**src/rtl/hs_pkg.sv**
```systemverilog
`default_nettype none
// ============================================================================
// Package     : hs_pkg
// Description : Shared defaults and width helpers for the hs_stream_link slice.
// Revision    : 1.0 - initial release
// ============================================================================
package hs_pkg;

    localparam int DEF_DATA_W = 3;
    localparam int DEF_DEPTH  = 4;
    localparam int DEF_CNT_W  = 8;

    // Occupancy must represent 0..DEPTH inclusive, hence DEPTH+1 codes.
    function automatic int lvl_width(input int depth);
        return $clog2(depth + 1);
    endfunction

    function automatic int ptr_width(input int depth);
        return $clog2(depth);
    endfunction

endpackage : hs_pkg
`default_nettype wire

```
**src/rtl/hs_stream_link_if.sv**
```systemverilog
`default_nettype none
// ============================================================================
// Interface   : hs_stream_link_if
// Description : Control inputs and observation outputs of the stream link.
// Revision    : 1.0 - initial release
// ============================================================================
interface hs_stream_link_if #(
    parameter int DATA_W = hs_pkg::DEF_DATA_W,
    parameter int DEPTH  = hs_pkg::DEF_DEPTH,
    parameter int CNT_W  = hs_pkg::DEF_CNT_W
);
    localparam int LVL_W = hs_pkg::lvl_width(DEPTH);

    logic              src_en;
    logic              ready_in;
    logic [DATA_W-1:0] result;
    logic              result_vld;
    logic [CNT_W-1:0]  xfer_cnt;
    logic [LVL_W-1:0]  fifo_level;
    logic              seq_err;

    modport master (
        output src_en, ready_in,
        input  result, result_vld, xfer_cnt, fifo_level, seq_err
    );

    modport slave (
        input  src_en, ready_in,
        output result, result_vld, xfer_cnt, fifo_level, seq_err
    );

endinterface : hs_stream_link_if
`default_nettype wire

```
**src/rtl/hs_fifo.sv**
```systemverilog
`default_nettype none
// ============================================================================
// Module      : hs_fifo
// Description : DEPTH-entry registered elastic FIFO with valid/ready on both sides.
// Revision    : 1.0 - initial release
// ============================================================================
module hs_fifo
    import hs_pkg::*;
#(
    parameter int DATA_W = DEF_DATA_W,
    parameter int DEPTH  = DEF_DEPTH,
    localparam int LVL_W = lvl_width(DEPTH),
    localparam int PTR_W = ptr_width(DEPTH)
) (
    input  wire logic              clk,
    input  wire logic              rst,
    input  wire logic              in_valid,
    output logic                   in_ready,
    input  wire logic [DATA_W-1:0] in_data,
    output logic                   out_valid,
    input  wire logic              out_ready,
    output logic [DATA_W-1:0]      out_data,
    output logic [LVL_W-1:0]       level
);

    localparam logic [LVL_W-1:0] C_FULL  = LVL_W'(DEPTH);
    localparam logic [LVL_W-1:0] C_EMPTY = '0;

    logic [DATA_W-1:0] r_mem [DEPTH];
    logic [PTR_W-1:0]  r_wr_ptr;
    logic [PTR_W-1:0]  r_rd_ptr;
    logic [LVL_W-1:0]  r_level;
    logic              w_push;
    logic              w_pop;

    // No write-through: a full FIFO refuses a push even while popping.
    assign in_ready  = (r_level != C_FULL);
    assign out_valid = (r_level != C_EMPTY);
    assign w_push    = in_valid && in_ready;
    assign w_pop     = out_valid && out_ready;
    assign out_data  = r_mem[r_rd_ptr];
    assign level     = r_level;

    always_ff @(posedge clk) begin
        if (w_push) begin
            r_mem[r_wr_ptr] <= in_data;
        end
    end

    always_ff @(posedge clk or posedge rst) begin
        if (rst) begin
            r_wr_ptr <= '0;
            r_rd_ptr <= '0;
            r_level  <= '0;
        end else begin
            if (w_push) begin
                r_wr_ptr <= r_wr_ptr + PTR_W'(1);
            end
            if (w_pop) begin
                r_rd_ptr <= r_rd_ptr + PTR_W'(1);
            end
            case ({w_push, w_pop})
                2'b10:   r_level <= r_level + LVL_W'(1);
                2'b01:   r_level <= r_level - LVL_W'(1);
                default: r_level <= r_level;
            endcase
        end
    end

endmodule : hs_fifo
`default_nettype wire

```
**src/rtl/hs_stream_link.sv**
```systemverilog
`default_nettype none
// ============================================================================
// Module      : hs_stream_link
// Description : Counting source -> elastic FIFO -> checking sink, ready_in throttled.
// Revision    : 1.0 - initial release
// ============================================================================
module hs_stream_link
    import hs_pkg::*;
#(
    parameter int DATA_W = DEF_DATA_W,
    parameter int DEPTH  = DEF_DEPTH,
    parameter int CNT_W  = DEF_CNT_W
) (
    input  wire logic         sys_clk,
    input  wire logic         sys_rst,
    hs_stream_link_if.slave   link
);

    localparam int LVL_W = lvl_width(DEPTH);

    logic [DATA_W-1:0] r_src_data;
    logic              r_src_valid;
    logic              w_fifo_in_ready;
    logic              w_fifo_out_valid;
    logic [DATA_W-1:0] w_fifo_data;
    logic [LVL_W-1:0]  w_fifo_level;
    logic              w_beat;
    logic              w_pop;

    logic [DATA_W-1:0] r_result;
    logic              r_result_vld;
    logic [CNT_W-1:0]  r_xfer_cnt;
    logic [DATA_W-1:0] r_expected;
    logic              r_seq_err;

    assign w_beat = r_src_valid && w_fifo_in_ready;
    assign w_pop  = w_fifo_out_valid && link.ready_in;

    // A pending valid is only withdrawn after its beat, regardless of src_en.
    always_ff @(posedge sys_clk or posedge sys_rst) begin
        if (sys_rst) begin
            r_src_data  <= '0;
            r_src_valid <= 1'b0;
        end else if (w_beat) begin
            r_src_data  <= r_src_data + DATA_W'(1);
            r_src_valid <= link.src_en;
        end else if (!r_src_valid) begin
            r_src_valid <= link.src_en;
        end
    end

    hs_fifo #(
        .DATA_W (DATA_W),
        .DEPTH  (DEPTH)
    ) u_fifo (
        .clk       (sys_clk),
        .rst       (sys_rst),
        .in_valid  (r_src_valid),
        .in_ready  (w_fifo_in_ready),
        .in_data   (r_src_data),
        .out_valid (w_fifo_out_valid),
        .out_ready (link.ready_in),
        .out_data  (w_fifo_data),
        .level     (w_fifo_level)
    );

    // On a sequence break the expectation re-syncs to the received word.
    always_ff @(posedge sys_clk or posedge sys_rst) begin
        if (sys_rst) begin
            r_result     <= '0;
            r_result_vld <= 1'b0;
            r_xfer_cnt   <= '0;
            r_expected   <= '0;
            r_seq_err    <= 1'b0;
        end else begin
            r_result_vld <= w_pop;
            if (w_pop) begin
                r_result   <= w_fifo_data;
                r_xfer_cnt <= r_xfer_cnt + CNT_W'(1);
                r_expected <= w_fifo_data + DATA_W'(1);
                if (w_fifo_data != r_expected) begin
                    r_seq_err <= 1'b1;
                end
            end
        end
    end

    assign link.result     = r_result;
    assign link.result_vld = r_result_vld;
    assign link.xfer_cnt   = r_xfer_cnt;
    assign link.fifo_level = w_fifo_level;
    assign link.seq_err    = r_seq_err;

endmodule : hs_stream_link
`default_nettype wire

```
**src/flat_wrapper.sv**
```systemverilog
// flat-port wrapper written by rule: the top's interface ports become plain ports
module hs_stream_link_flat import hs_pkg::*;
#(
    parameter int DATA_W = DEF_DATA_W,
    parameter int DEPTH  = DEF_DEPTH,
    parameter int CNT_W  = DEF_CNT_W
)
  (sys_clk, sys_rst, link_src_en, link_ready_in, link_result, link_result_vld, link_xfer_cnt, link_fifo_level, link_seq_err);
  hs_stream_link_if #(.DATA_W(DATA_W), .DEPTH(DEPTH), .CNT_W(CNT_W)) link_i ();
  input  wire logic sys_clk;
  input  wire logic sys_rst;
  input wire logic [$bits(link_i.src_en)-1:0] link_src_en;
  input wire logic [$bits(link_i.ready_in)-1:0] link_ready_in;
  output wire logic [$bits(link_i.result)-1:0] link_result;
  output wire logic [$bits(link_i.result_vld)-1:0] link_result_vld;
  output wire logic [$bits(link_i.xfer_cnt)-1:0] link_xfer_cnt;
  output wire logic [$bits(link_i.fifo_level)-1:0] link_fifo_level;
  output wire logic [$bits(link_i.seq_err)-1:0] link_seq_err;
  assign link_i.src_en = link_src_en;
  assign link_i.ready_in = link_ready_in;
  assign link_result = link_i.result;
  assign link_result_vld = link_i.result_vld;
  assign link_xfer_cnt = link_i.xfer_cnt;
  assign link_fifo_level = link_i.fifo_level;
  assign link_seq_err = link_i.seq_err;
  hs_stream_link #(.DATA_W(DATA_W), .DEPTH(DEPTH), .CNT_W(CNT_W)) u_core (.sys_clk(sys_clk), .sys_rst(sys_rst), .link(link_i));
endmodule
```
**config.mk**
```make
export PLATFORM = sky130hd
export DESIGN_NAME = hs_stream_link_flat
export DESIGN_NICKNAME = d
export VERILOG_FILES = /design/src/rtl/hs_pkg.sv /design/src/rtl/hs_stream_link_if.sv /design/src/rtl/hs_fifo.sv /design/src/rtl/hs_stream_link.sv /design/src/flat_wrapper.sv
export SDC_FILE = /design/constraint.sdc
export NUM_CORES = 1
export LEC_CHECK = 0
export CAP_MARGIN = 0
export CORE_MARGIN = 4
export CORE_UTILIZATION = 57
export CTS_BUF_LIST = sky130_fd_sc_hd__clkbuf_2 sky130_fd_sc_hd__clkbuf_4 sky130_fd_sc_hd__clkbuf_8
export DETAILED_ROUTE_END_ITERATION = 7
export MAX_ROUTING_LAYER = met4
export PLACE_DENSITY_LB_ADDON = 0.2
export SLEW_MARGIN = 20
export SYNTH_ARGS = -nofsm -noshare
export SYNTH_HDL_FRONTEND = slang
export SYNTH_SLANG_ARGS = --single-unit
export TNS_END_PERCENT = 100
```
**constraint.sdc**
```tcl
create_clock -name sys_clk -period 2.4 [get_ports sys_clk]
set_input_delay 0.48 -clock sys_clk [delete_from_list [all_inputs] [get_ports sys_clk]]
set_output_delay 0.48 -clock sys_clk [all_outputs]
set_load 0.02 [all_outputs]
```
==> flow_summary.toml, run 1 <==
[status]
outcome = "finished, final reports clean"

[finish]
fin_nets = 166
area_delta_synth_final_pct = 17.38
post-route-cell-area_um2 = 2037
postLayoutCoreUtil = 0.7200
drive_above_1_share = 0.1753
antenna_cells = 0

[placed_design]
hpwlAfterDp_mm = 1.868
place_area_um2 = 1979
place.gp.congestion = 0.8182
io_buffers = 19
place_ws_ns = 0.1171

[route]
vias_per_cell = 5.227
first_pass_iters = 2
vias = 967
wl_per_cell_um = 13.64
final_antenna_net_count = 0
drt_wl_total_mm = 2.524
drt-initial-drc-count = 44
drc = 0

[cts]
post_cts_buffers = 0
insertion_delay_ns = 0.34
clock-sinks = 39
clk_pin_slew_worst_paths_ns = 0.11
cts_tree = "yes"
cts_max_path_buffers = 2
cts_resized = 0
numCtsBuffers = 5
postCtsHoldBufs = 0
htreeDepth = 2
cts_root_buffer = "clkbuf_4"

[worst_setup_path]
rr_worst_depth = 8
endpoint_kind = "register"
cp_max_fo = 6
cp.required_ns = 2.67
crit_path_start = "u_core.u_fifo.level[1]$_DFFE_PP0P_"
regToRegStartpoint = "u_core.u_fifo.level[1]$_DFFE_PP0P_"
critical_path_class = "reg2reg"
worst_setup_path_start_kind = "register"
arrival_ns = 2.50
reg2reg_slack_ns = 0.16
r2r-end = "u_core.u_fifo.level[2]$_DFFE_PP0P_"

[timing]
period_share = 0.9317
final-setup-viol-count = 0
slew_viol_final = 0
fmax_mhz = 447.2
skew_ns = 0.008983
hold_violations = 0
timing.final.ws_setup_ns = 0.1639
period_needed_ns = 2.236
rsz0062_at_grt = "no"
tightest_slew_ns = 0.3438
slew_headroom = 0.7708
finalSetupTns_ns = 0

[floorplan]
io_pins = 20
initial_core_util = 0.6134
fp.dieArea_um2 = 3991
rows = 19
chipHeight_um = 63.18
coreArea_um2 = 2829
dieWidth_um = 63.18

[global_route]
overflow = 0
grt_max_degree = 28
antenna_found_initial = 0
grt_pass1_vias = 1000
grt_usage = 0.1552
grt_pass1_wl_mm = 4.581

[hold_path]
hp-start = "u_core.link.xfer_cnt[7]$_DFFE_PP0P_"
hold_depth = 1
hold_path.class = "reg2reg"
min_to = "u_core.link.xfer_cnt[7]$_DFFE_PP0P_"

[yosys]
netlist.area_leader.share = 0.3893
ys_warn_count = 0
synth.distinct_cells = 27
avgSynthCellArea_um2 = 14.00
yosysTopAreaCell = "dfrtp_1"
netlist_area_um2 = 1735
ys_seq_area_frac = 0.5970
ys_top_cells_by_area = "dfrtp_1 39%, edfxtp_1 21%, xnor2_1 8.6%"
ys_seq_elements = 39
synth_nets = 137
syn_inst = 124

[pwr]
ir_drop_v = 0.0008376
finalPower_uw = 2752
power.density_nw_per_um2 = 1351
leakage_uw = 0.0008794

[flow_run]
max-cap-violations = 0
kinds of logic (layout without fill, tap and decap cells):
| group | count (synthesis) | in the layout | share of synthesized area |
|---|---|---|---|
| AND/OR/NAND/NOR | 35 | 35 | 0.1082 |
| multiplexers | 6 | 6 | 0.06200 |
| flip-flops | 39 | 39 | 0.5970 |
| XOR/XNOR | 19 | 19 | 0.09589 |
| AO/OA/AOI/OAI | 6 | 6 | 0.03749 |
| buffers and inverters | 10 | 40 | 0.03028 |
| adder cells (fa/ha/maj) | 9 | 9 | 0.06922 |
state kept, by name, indices dropped and copies added, names as in the netlist, 2 cells and up:
signal                  flops
u_core.u_fifo.r_rd_ptr      2
u_core.r_src_data           3
u_core.link.xfer_cnt        8
u_core.u_fifo.level         3
u_core.u_fifo.r_mem        12
u_core.link.result          3
u_core.r_expected           3
u_core.u_fifo.r_wr_ptr      2
where the power goes:
part           switching, µW  leakage (µW)  internal, µW
clock network            201     0.0000361           137
logic                    576      0.000411           629
registers                227      0.000433           982
total                   1000      0.000879          1750
routing by layer:
layer  vias to the layer above  part of all wire  track usage
met2                        15              0.49       0.2398
met4                         0             0.024      0.08086
met5                         -                 0            -
met1                       461              0.45       0.1905
met3                         6             0.036      0.03730
li1                        485                 -            -
worst max-delay path by stage:
stage,endpoint,depth (start not counted),slack [ns]
global route,u_core.u_fifo.level[2]$_DFFE_PP0P_,8,0.04
finish,u_core.u_fifo.level[2]$_DFFE_PP0P_,8,0.16
floorplan,u_core.u_fifo.level[2]$_DFFE_PP0P_,9,0.21
detailed placement,u_core.u_fifo.level[2]$_DFFE_PP0P_,9,0.12
CTS,u_core.u_fifo.level[2]$_DFFE_PP0P_,8,0.13
global placement,u_core.u_fifo.level[2]$_DFFE_PP0P_,9,0.19
through the flow:
step	hold WS [ns]	cells
after floorplan	0.4668	124
after global placement	0.4572	177
after detailed placement	0.4653	177
after CTS	0.4815	185
after global routing	0.4884	185
final	0.4750	185
placed cells by master (no fill, tap or decap):
master	n
clkinv_2	1
nand4_1	3
o311a_2	1
mux4_2	3
xor2_1	2
xnor2_1	17
fa_1	1
nand3_1	2
a41oi_1	1
clkdlybuf4s50_1	19
and3_2	4
inv_2	1
mux2_4	2
o21a_1	1
and2_1	2
or3b_1	1
clkbuf_4	7
o21ai_1	1
mux2i_1	1
and4_1	1
nand2_1	19
o31ai_4	1
ha_1	8
dfrtp_1	27
a41o_2	1
edfxtp_1	12
inv_1	7
buf_4	5
nor2_1	2
nand2_8	1
synthesized netlist by cell type:
cell type  count
or3b_1         1
buf_6          2
and2_1         2
nand2_8        1
edfxtp_1      12
o311a_2        1
nand3_1        2
mux2i_1        1
o21ai_1        1
mux2_4         2
nor2_1         2
ha_1           8
dfrtp_1       27
fa_1           1
inv_1          7
a41o_2         1
xor2_1         2
inv_2          1
and4_1         1
mux4_2         3
and3_2         4
xnor2_1       17
nand4_1        3
o31ai_4        1
nand2_1       19
a41oi_1        1
o21a_1         1
critical path, cell delays in order (launching register included):
cell and delay [ns]:
dfrtp_1 0.45, or3b_1 0.54, nand2_8 0.15, ha_1 0.19, inv_1 0.06, fa_1 0.37, xor2_1 0.15, nor2_1 0.11
xor2_1 0.15
cell type report:
cell class	count	area, µm²
sequential	39	1036
fill	195	792.0
multi-input combinational	75	646.9
timing repair buffer	24	227.7
clock buffer	7	52.55
tap	31	38.79
inverter	8	30.03
clock inverter	1	5.005
(Power assumes the default switching activity.)
==> run 2, diff against run 1 <==
Settings changed: CORE_MARGIN 4 to default.
==> run 2 against run 1 <==
Net effect: the flow now finishes with violations (design-rule violations); final cell count did not move; non-clock buffer count unchanged; highest routed layer unchanged; maximum frequency up 2.2%; total power up 8.3%; die area is 18% lower; combinational power grew 3%.
==> flow_summary.toml, run 2 (synthesized netlist as in run 1, its figures left out) <==
[status]
outcome = "finished with violations"
violations = "design-rule violations"

[global_route]
grt_pass1_wl_mm = 4.526
antenna_found_initial = 0
grt_usage = 0.1973
overflow = 0
grt_max_degree = 28
grt_pass1_vias = 975

[cts]
cts_tree = "yes"
postCtsHoldBufs = 0
numCtsBuffers = 5
clock-sinks = 39
insertion_delay_ns = 0.33
cts_root_buffer = "clkbuf_4"
clk_pin_slew_worst_paths_ns = 0.11
cts_max_path_buffers = 2
htreeDepth = 2

[pwr]
ir_drop_v = 0.0008469
leakage_uw = 0.0008954
power.internal_uw = 1946
p_seq_frac = 0.407
switchingPower_uw = 1034
switching_share = 0.3470
p_clk_frac = 0.179
power.density_nw_per_um2 = 1428
comb_power_share = 0.415

[timing]
final-setup-viol-count = 0
rsz0062_at_grt = "no"
timing.final.ws_setup_ns = 0.2129
period_share = 0.9113
fmax_mhz = 457.2
tightest_slew_ns = 0.3442
slew_viol_final = 0
slew_headroom = 0.7705
hold_violations = 0
finalSetupTns_ns = 0
skew_ns = 0.002729
period_needed_ns = 2.187

[placed_design]
place_area_um2 = 1979
place.gp.congestion = 0.7367
place_ws_ns = 0.07649
io_buffers = 19
hpwlAfterDp_mm = 1.937

[worst_setup_path]
r2r-end = "u_core.u_fifo.level[2]$_DFFE_PP0P_"
rr_worst_depth = 8
endpoint_kind = "register"
reg2reg_slack_ns = 0.21
endpoint = "u_core.u_fifo.level[2]$_DFFE_PP0P_"
regToRegStartpoint = "u_core.u_fifo.level[1]$_DFFE_PP0P_"
arrival_ns = 2.45
critical_path_class = "reg2reg"
cp_max_fo = 6
cp.required_ns = 2.66
worst_setup_path_start_kind = "register"
crit_path_start = "u_core.u_fifo.level[1]$_DFFE_PP0P_"

[floorplan]
initial_core_util = 0.6134
chipHeight_um = 57.18
rows = 19
coreArea_um2 = 2829
fp.dieArea_um2 = 3269
dieWidth_um = 57.18
io_pins = 20

[route]
final_antenna_net_count = 0
drc = 4
vias_per_cell = 5.178
first_pass_iters = 6
wl_per_cell_um = 14.41
drt-initial-drc-count = 30
drt_wl_total_mm = 2.665
vias = 958

[finish]
largest_register = "u_core.u_fifo.r_mem"
area_delta_synth_final_pct = 20.26
n_fill_cell = 184
drive_above_1_share = 0.1818
post-route-cell-area_um2 = 2087
antenna_cells = 0
largest_reg_flops = 12
most-common-layout-cells = "27 x dfrtp_1, 19 x nand2_1, 19 x clkdlybuf4s50_1"
postLayoutCoreUtil = 0.7377
final_common_cell = "dfrtp_1"
fin_nets = 166

[flow_run]
max-cap-violations = 0

[hold_path]
hold_path.class = "reg2reg"
## run 2: cell count changes in the layout (fill, tap and decap cells not counted), sizes merged
| cell | previous run | this run |
|---|---|---|
| bufinv | 0 | 2 |
| clkinv | 1 | 0 |
| clkbuf | 7 | 5 |
| clkinvlp | 0 | 1 |
## run 2: worst min path at each step
stage | from | endpoint | slack (ns) | cells after the start
floorplan | u_core.r_expected[1]$_DFFE_PP0P_ | u_core.r_expected[1]$_DFFE_PP0P_ | 0.47 | 2
global placement | u_core.link.result[0]$_DFFE_PP0P_ | u_core.link.result[0]$_DFFE_PP0P_ | 0.46 | 2
detailed placement | u_core.link.result[0]$_DFFE_PP0P_ | u_core.link.result[0]$_DFFE_PP0P_ | 0.46 | 2
CTS | u_core.link.xfer_cnt[7]$_DFFE_PP0P_ | u_core.link.xfer_cnt[7]$_DFFE_PP0P_ | 0.49 | 1
global route | u_core.link.xfer_cnt[7]$_DFFE_PP0P_ | u_core.link.xfer_cnt[7]$_DFFE_PP0P_ | 0.50 | 1
finish | u_core.link.xfer_cnt[7]$_DFFE_PP0P_ | u_core.link.xfer_cnt[7]$_DFFE_PP0P_ | 0.48 | 1
## run 2: area by class of cell
type	instances	area, µm²	area share
flip-flops and latches	39	1036	0.4964
multi-input cells	75	649.4	0.3112
repair buffers	24	227.7	0.1091
clock inverters	3	67.56	0.03237
well taps	31	38.79	0.01859
clock buffers	5	37.54	0.01799
inverters	8	30.03	0.01439
## run 2: critical path, cell delays in order, from the launching register on
cell	delay, ns
dfrtp_1	0.45
or3b_4	0.48
nand2_8	0.11
ha_1	0.19
inv_1	0.06
fa_1	0.38
xor2_1	0.15
nor2_1	0.12
xor2_1	0.17
## run 2: power by group through the flow
stage / clock, µW / sequential, µW / combinational, µW
after global routing: 568 / 1250 / 1360
after detailed placement: 0 / 1230 / 1230
final: 533 / 1210 / 1240
after global placement: 0 / 1210 / 1190
after CTS: 546 / 1220 / 1250
after floorplan: 0 / 1320 / 733
## run 2: repair_timing
action / CTS / global route
hold endpoints to repair: 0 / 0
endpoints found under the setup margin: 0 / 1
gates resized for setup: 0 / 1
setup buffers: 0 / 0
## run 2: through the flow
| step | instances | hold WS (ns) | power (µW) |
|---|---|---|---|
| 2_1_floorplan | 124 | 0.4668 | 2056 |
| 3_3_place_gp | 177 | 0.4575 | 2405 |
| 3_5_place_dp | 177 | 0.4646 | 2462 |
| 4_1_cts | 185 | 0.4861 | 3014 |
| 5_1_grt | 185 | 0.5027 | 3174 |
| 6_report | 185 | 0.4837 | 2981 |
## run 2: routing by layer
layer / share of wire / up-vias / global-route usage
met5: 0 / - / -
met4: 0.022 / 0 / 0.1115
met3: 0.027 / 6 / 0.04989
met2: 0.52 / 15 / 0.3076
met1: 0.43 / 459 / 0.2351
li1: - / 478 / -
==> run 3, diff against run 2 <==
Settings changed: CAP_MARGIN 0 to 5.
==> results of run 3 <==
The final DEF is identical to that of run 2; final timing and power are the same.
